[src/rtl/btn_seq_pkg.sv]
// Shared types and constants for the push-button step sequencer.
package btn_seq_pkg;

    localparam int unsigned NUM_BTN = 2;

    typedef enum logic [1:0] {
        IDLE   = 2'd0,
        GATHER = 2'd1,
        EMIT   = 2'd2
    } state_e;

    localparam logic [1:0] CODE_B0    = 2'b01;
    localparam logic [1:0] CODE_B1    = 2'b10;
    localparam logic [1:0] CODE_CHORD = 2'b11;

    typedef struct packed {
        logic [1:0] code;
        logic       is_long;
    } step_t;

endpackage

[src/rtl/btn_debounce.sv]
// One push button: 2-FF synchroniser, stability counter, debounced level and press pulse.
module btn_debounce #(
    parameter int unsigned DEBOUNCE_CYCLES = 50000,
    parameter int unsigned CNT_W           = 25
) (
    input  logic clk,
    input  logic reset,
    input  logic btn_n,
    output logic level,
    output logic press
);

    logic             sync1;
    logic             sync2;
    logic [CNT_W-1:0] cnt;
    logic             pressed;

    assign pressed = ~sync2;

    // A new level is accepted only after DEBOUNCE_CYCLES consecutive differing samples.
    always_ff @(posedge clk or negedge reset) begin
        if (!reset) begin
            sync1 <= 1'b1;
            sync2 <= 1'b1;
            cnt   <= '0;
            level <= 1'b0;
            press <= 1'b0;
        end else begin
            sync1 <= btn_n;
            sync2 <= sync1;
            press <= 1'b0;
            if (pressed == level) begin
                cnt <= '0;
            end else if (cnt == CNT_W'(DEBOUNCE_CYCLES - 1)) begin
                level <= pressed;
                press <= pressed;
                cnt   <= '0;
            end else begin
                cnt <= cnt + CNT_W'(1);
            end
        end
    end

endmodule

[src/rtl/btn_step_sequencer.sv]
// Turns two debounced buttons into one step event per gesture, offered over valid/ready.
module btn_step_sequencer
    import btn_seq_pkg::*;
#(
    parameter int unsigned DEBOUNCE_CYCLES = 50000,
    parameter int unsigned HOLD_CYCLES     = 25000000,
    parameter int unsigned CNT_W           = 25
) (
    input  logic       clk,
    input  logic       reset,
    input  logic [1:0] btn_n,
    input  logic       step_ready,
    output logic       step_valid,
    output logic [1:0] step_code,
    output logic       step_long,
    output logic       overrun,
    output logic [1:0] btn_level
);

    logic [NUM_BTN-1:0] press;

    for (genvar i = 0; i < int'(NUM_BTN); i++) begin : g_db
        btn_debounce #(
            .DEBOUNCE_CYCLES(DEBOUNCE_CYCLES),
            .CNT_W          (CNT_W)
        ) u_db (
            .clk  (clk),
            .reset(reset),
            .btn_n(btn_n[i]),
            .level(btn_level[i]),
            .press(press[i])
        );
    end

    state_e             state_q, state_d;
    logic [NUM_BTN-1:0] acc_q, acc_d;
    logic [CNT_W-1:0]   hold_q, hold_d;
    logic               valid_q, valid_d;
    step_t              step_q, step_d;
    logic               overrun_q, overrun_d;

    always_ff @(posedge clk or negedge reset) begin
        if (!reset) begin
            state_q   <= IDLE;
            acc_q     <= '0;
            hold_q    <= '0;
            valid_q   <= 1'b0;
            step_q    <= '0;
            overrun_q <= 1'b0;
        end else begin
            state_q   <= state_d;
            acc_q     <= acc_d;
            hold_q    <= hold_d;
            valid_q   <= valid_d;
            step_q    <= step_d;
            overrun_q <= overrun_d;
        end
    end

    // Gesture runs from the first press until both debounced levels are low again.
    always_comb begin
        state_d   = state_q;
        acc_d     = acc_q;
        hold_d    = hold_q;
        valid_d   = valid_q;
        step_d    = step_q;
        overrun_d = overrun_q;
        case (state_q)
            IDLE: begin
                if (|press) begin
                    state_d = GATHER;
                    acc_d   = press;
                    hold_d  = '0;
                end
            end
            GATHER: begin
                acc_d = acc_q | btn_level;
                if (hold_q != CNT_W'(HOLD_CYCLES)) begin
                    hold_d = hold_q + CNT_W'(1);
                end
                if (btn_level == 2'b00) begin
                    step_d.code    = acc_q;
                    step_d.is_long = (hold_q == CNT_W'(HOLD_CYCLES));
                    valid_d        = 1'b1;
                    state_d        = EMIT;
                end
            end
            EMIT: begin
                if (|press) begin
                    overrun_d = 1'b1;
                end
                if (valid_q && step_ready) begin
                    valid_d = 1'b0;
                    state_d = IDLE;
                end
            end
            default: begin
                state_d = IDLE;
                valid_d = 1'b0;
            end
        endcase
    end

    assign step_valid = valid_q;
    assign step_code  = step_q.code;
    assign step_long  = step_q.is_long;
    assign overrun    = overrun_q;

endmodule
[config.mk]
export PLATFORM = sky130hd
export DESIGN_NAME = btn_step_sequencer
export DESIGN_NICKNAME = d
export VERILOG_FILES = /design/src/rtl/btn_seq_pkg.sv /design/src/rtl/btn_debounce.sv /design/src/rtl/btn_step_sequencer.sv
export SDC_FILE = /design/constraint.sdc
export NUM_CORES = 1
export LEC_CHECK = 0
export CORE_ASPECT_RATIO = 0.9
export CORE_MARGIN = 5
export CORE_UTILIZATION = 55
export CTS_CLUSTER_SIZE = 12
export DETAILED_ROUTE_END_ITERATION = 16
export PLACE_DENSITY = 0.72
export SYNTH_ARGS = -nofsm -noshare
export SYNTH_HDL_FRONTEND = slang
export SYNTH_SLANG_ARGS = --single-unit
[constraint.sdc]
create_clock -name clk -period 4.7 [get_ports clk]
set_input_delay 0.47 -clock clk [delete_from_list [all_inputs] [get_ports clk]]
set_output_delay 0.47 -clock clk [all_outputs]
set_load 0.01 [all_outputs]
**Word-level counts from Yosys, hierarchy flattened**

Index checks and enable logic that the tools add are counted.

- Flip-flop bits (word level): 92
- Input bits: 5
- Output and inout bits: 7
- Word-level logic and storage cells: 71

- $add $sub $neg: 3
- Equal/unequal tests: 12
- Mux-type cells: 20
- Bitwise gates (word level): 6
- Reductions and logical operators: 13

Operator list:

| kind | count |
|---|---|
| $mux 25 | 6 |
| $add 25x1->25 const B | 3 |
| $eq 25x16->1 const B | 2 |
| $pmux 25 s2 | 1 |
| $eq 25x25->1 const B | 1 |
| $ne 25x25->1 const B | 1 |
| $reduce_and 2->1 | 5 |
| $reduce_and 3->1 | 3 |
| $mux 2 | 4 |
| $ne 2x2->1 const B | 4 |
| $mux 1 | 6 |
| $pmux 2 s3 | 1 |
| $not 1->1 | 5 |
| $logic_not 2->1 | 2 |
| $pmux 2 s2 | 1 |
| $pmux 1 s3 | 1 |
| $eq 1x1->1 | 2 |
| $eq 2x1->1 const B | 1 |
| $eq 2x2->1 const B | 1 |
| $or 2x2->2 | 1 |
| $reduce_bool 2->1 | 1 |
| $reduce_or 2->1 | 1 |
| $logic_and 1x1->1 | 1 |

**Longest topological paths before layout**

- Depth after elaboration: 4
- Depth in mapped cells: 7
- Gate-level depth less buffers: 6

**Modules after synthesis**

From an unflattened synthesis, not the netlist that was laid out.

- Cells, all modules: 481
- Area, all modules: 4777.1 um2

Modules (own cells, without submodules):

| module | instances | cells each | area each (um2) | sequential area each (um2) |
|---|---|---|---|---|
| btn_debounce | 2 | 145 | 1460.2 | 728.2 |
| btn_step_sequencer | 1 | 191 | 1856.8 | 850.8 |

**Worst setup path after synthesis**

Ideal clock, no wire load.

- Path type: flip-flop to flip-flop
- Start point: reg hold_q[8]
- End point: reg hold_q[23]
- Library setup time: 0.079 ns
- Arrival time: 1.796 ns
- Required time: 4.621 ns
- Path slack: 2.825 ns
- Cell stages (with the launch flop): 8
- Path buffers: 3
- Period minus slack after synthesis: 1.875 ns
- Cell sequence: dfrtp_1 > clkbuf_1 > nand3_1 > or3_1 > clkbuf_1 > buf_2 > nor4_1 > mux2i_1

- Cells in the longest elaborated chain, start to end: 3
- Elaborated cells on any way between the ends: 6
- Those cells by class: add/sub: 1; eq/ne: 2; mux: 2; reduce/logical: 1

RTL lines:

| element | RTL line | source |
|---|---|---|
| start: declaration | btn_step_sequencer.sv:37 | `logic [CNT_W-1:0] hold_q, hold_d;` |
| start signal: assignment | btn_step_sequencer.sv:53 | `hold_q <= hold_d;` |
| $add 25x1->25 or $ne 25x25->1 (tied branches) | btn_step_sequencer.sv:79, btn_step_sequencer.sv:78 |  |
| $mux 25 or $ne 2x2->1 (tied branches) | n/a |  |
| $pmux 25 s2 or $reduce_and 3->1 (tied branches) | n/a |  |

Parallel ways exist; a longest one is shown, timed or not. The select of a mux whose other input is x is not followed.
A chain may end at the register's enable or synchronous reset.

**Final worst setup path**

- Start point: reg state_q[1]
- End point: reg hold_q[21]

- Cells in the longest elaborated chain, start to end: 3
- Elaborated cells on any way between the ends: 7
- Those cells by class: eq/ne: 3; mux: 1; reduce/logical: 3

RTL lines:

| element | RTL line | source |
|---|---|---|
| start: declaration | btn_step_sequencer.sv:35 | `state_e state_q, state_d;` |
| start signal: assignment | btn_step_sequencer.sv:51 | `state_q <= state_d;` |
| $eq 2x1->1 or $logic_not 2->1 (tied branches) | btn_step_sequencer.sv:68 | `case (state_q)` |
| $ne 2x2->1 (no line) or $reduce_bool 2->1 (tied branches) | n/a |  |
| $reduce_and 3->1 (no line) | n/a |  |

Parallel ways exist; a longest one is shown, timed or not.

==> reports/summary.txt <==
unrepaired setup endpoints after global routing - no
Final Hold Fails - 0
pwr/cell area - 277 mW/mm^2
sequence of cells on the critical path - nand2b_1, or3_1, nor4_1, mux2i_1
ys async rst share - 100%
number of placed I/O pins - 12
clock input transition at the sequential cells of the worst setup and hold paths - 100 ps
area of the placeable core - 0.00815 mm^2
area overhead of the layout relative to synthesis - 8.03%
overall die width - 107 um
clock sink total - 92
count of standard-cell rows - 31
Slew headroom - 42.3%
most used flip-flop cell after synthesis - dfrtp_1
post-DP HPWL - 6.41 mm
critical path peak fanout - 16
All-Layer GR Usage - 18.7%
number of levels the H-tree was split into - 3
synthesized area per cell - 9.74 um^2
initial standard-cell utilization of the core - 56.8%
global-route wire length before repair - 16.0 mm
post-synthesis sequential area ratio - 49.9%
Post-Syn Area - 0.00463 mm^2
delay contributed by the slowest stage of the critical path - 670 ps
hold-fix buffers at CTS - 0
instance count of the mapped netlist - 475
number of buffers created by CTS - 9
Total Wirelength - 9.26 mm
pin count of the biggest net entering global routing - 67
clock root buffer master - clkbuf_8
final net count - 489
DRT iter0 DRCs - 235
critical path class - flip-flop to flip-flop
count of flip-flops with a built-in enable after synthesis - 0
Worst Tran Pin Value - 859 ps
worst path setup slack after routing - 2360 ps
final estimated routing congestion in global placement - 0.841
buffers from clock root to sink, at most - 2
# setup viols final - 0
worst path arrival time - 2610 ps
critical path capture point type - flip-flop
height of the chip - 97.0 um
Final Util - 61.4%
Vias - 3650
CTS tree - built
Place WS - 2390 ps
worst setup skew after layout - 10.4 ps
distinct cell type count after synthesis - 46
ANT nets after route - 0
post-detailed-route DRC marker count - 0
fill cell total of the finished layout - 693
clock period minus final worst setup slack - 2340 ps
class of the most critical hold timing path - input pin to async pin
detail-routed via count per cell - 6.25
run status - finished, final reports clean
number of global-route vias before repair - 3390
static power due to leakage - 2.01 nW
count of buffers inserted at the top-level ports - 11
maximum ir drop on the vdd rail - 219 uV
number of detailed-routing iterations run before antenna repair - 4
antenna violations before repair - 0
share of the clock period used by the worst path - 49.7%
startpoint kind of the worst setup timing path - flip-flop
maximum clock frequency - 428 MHz
routed wire length per instance - 15.9 um
fraction of layout instances using a drive strength above 1 - 7.22%
slowest cell on the critical path - or3_1
net count after synthesis - 484
total of warnings raised by yosys - 0
number of diodes - 0
Sum Neg Setup Slack - 0 ps
sum of overflow across all layers after global routing - 0
Clock Latency Late Sink - 350 ps
die outline area - 0.0104 mm^2
fin. max-slew vios - 0
data required time of the worst path - 4970 ps
PnR Total Power - 1.38 mW
reported max-cap violation count - 0
post-cts resize count - 0
number of buffers inserted by post-CTS setup repair - 0
number of register bits inferred by synthesis - 92
## cells by family (layout without fill, tap and decap cells)
group                    Yosys count  count (layout)  share of synthesized area [%]
buffers and inverters             35              45                           3.14
XOR/XNOR                          27              27                           5.11
AO/OA/AOI/OAI                     94              94                           12.8
AND/OR/NAND/NOR                  209             209                           24.9
multiplexers                      14              14                           3.14
flip-flops                        92              92                           49.9
adder cells (fa/ha/maj)            4               4                           1.08
## power by group
group          switching (mW)  internal, mW  total, mW
registers             0.00507         0.798      0.803
clock network           0.280         0.265      0.545
logic                  0.0266       0.00954     0.0361
total                   0.311          1.07       1.38
## through the flow
stage	instance area, um^2	hold WS (ps)	std cells
floorplan	4630	174	475
global placement	4790	347	568
detailed placement	4790	349	568
CTS	5000	226	584
global route	5000	243	584
finish	5000	192	584
## registers in the layout, summed over array words and instances (netlist names)
register and cells:
g_db.u_db.cnt 50, hold_q 25, acc_q 2, g_db.u_db.level 2
g_db.u_db.press 2, g_db.u_db.sync1 2, g_db.u_db.sync2 2, state_q 2
step_code 2, overrun 1, step_long 1, step_valid 1
## per-layer routing
layer  up-vias  share of wire (%)  GRT usage (%)
met4         0               0.85           4.23
li1       1787                  -              -
met5         -                  0              0
met3         6                3.9           4.79
met2        79                 47           28.2
met1      1778                 49           27.3
## worst paths after layout
check / cells after the start / start / endpoint / slack, ps
max: 4 / state_q[1] / hold_q[21] / 2360
max reg2reg: 4 / state_q[1] / hold_q[21] / 2360
min in group clk: 0 / g_db[0].u_db.sync1 / g_db[0].u_db.sync2 / 360
min: 1 / reset / acc_q[0] / 190
min reg2reg: 0 / g_db[0].u_db.sync1 / g_db[0].u_db.sync2 / 360
max in group asynchronous: 2 / reset / g_db[0].u_db.cnt[16] / 3620
## synth_stat cells (all sizes together), types with 4 or more instances
library cell	count	area, um^2
and3	8	50.1
a21oi	25	125
o311ai	4	35.0
nand2	35	131
mux2i	10	100
o31ai	17	128
nor4	16	100
nand4	28	181
nor3	8	40.0
ha	4	50.1
nor2	40	150
or4	17	128
dfstp	4	105
o21ai	25	125
and4	8	70.1
xor2	17	149
clkbuf	15	56.3
dfrtp	88	2200
nand3	21	110
o41ai	4	35.0
mux2	4	45.0
buf	5	32.5
inv	15	56.3
a31oi	6	37.5
xnor2	10	87.6
and2	4	25.0
or3	12	75.1
## critical path: cells and delay by family (launching register included)
kind             cells  cell delay (ps)
AND/OR/NAND/NOR      3             1500
multiplexers         1              250
flip-flops           1              500
## cell usage in the layout (no fill, tap or decap), drive strengths merged, types with 17 or more instances in the layout
master  synthesis  final
a21oi          25     25
or4            17     17
o31ai          17     17
xor2           17     17
nand3          21     21
nand4          28     28
nand2          35     35
dfrtp          88     88
inv            15     18
o21ai          25     25
nor2           40     40
## area by class of cell
class | count | area (um^2) | area share (%)
timing repair buffer | 14 | 130 | 2.60
multi-input combinational | 348 | 2180 | 43.5
inverter | 15 | 56.3 | 1.13
clock inverter | 6 | 68.8 | 1.38
tap | 99 | 124 | 2.48
clock buffer | 10 | 138 | 2.75
sequential | 92 | 2310 | 46.1
Note: power is estimated with default switching activity, not from simulation.
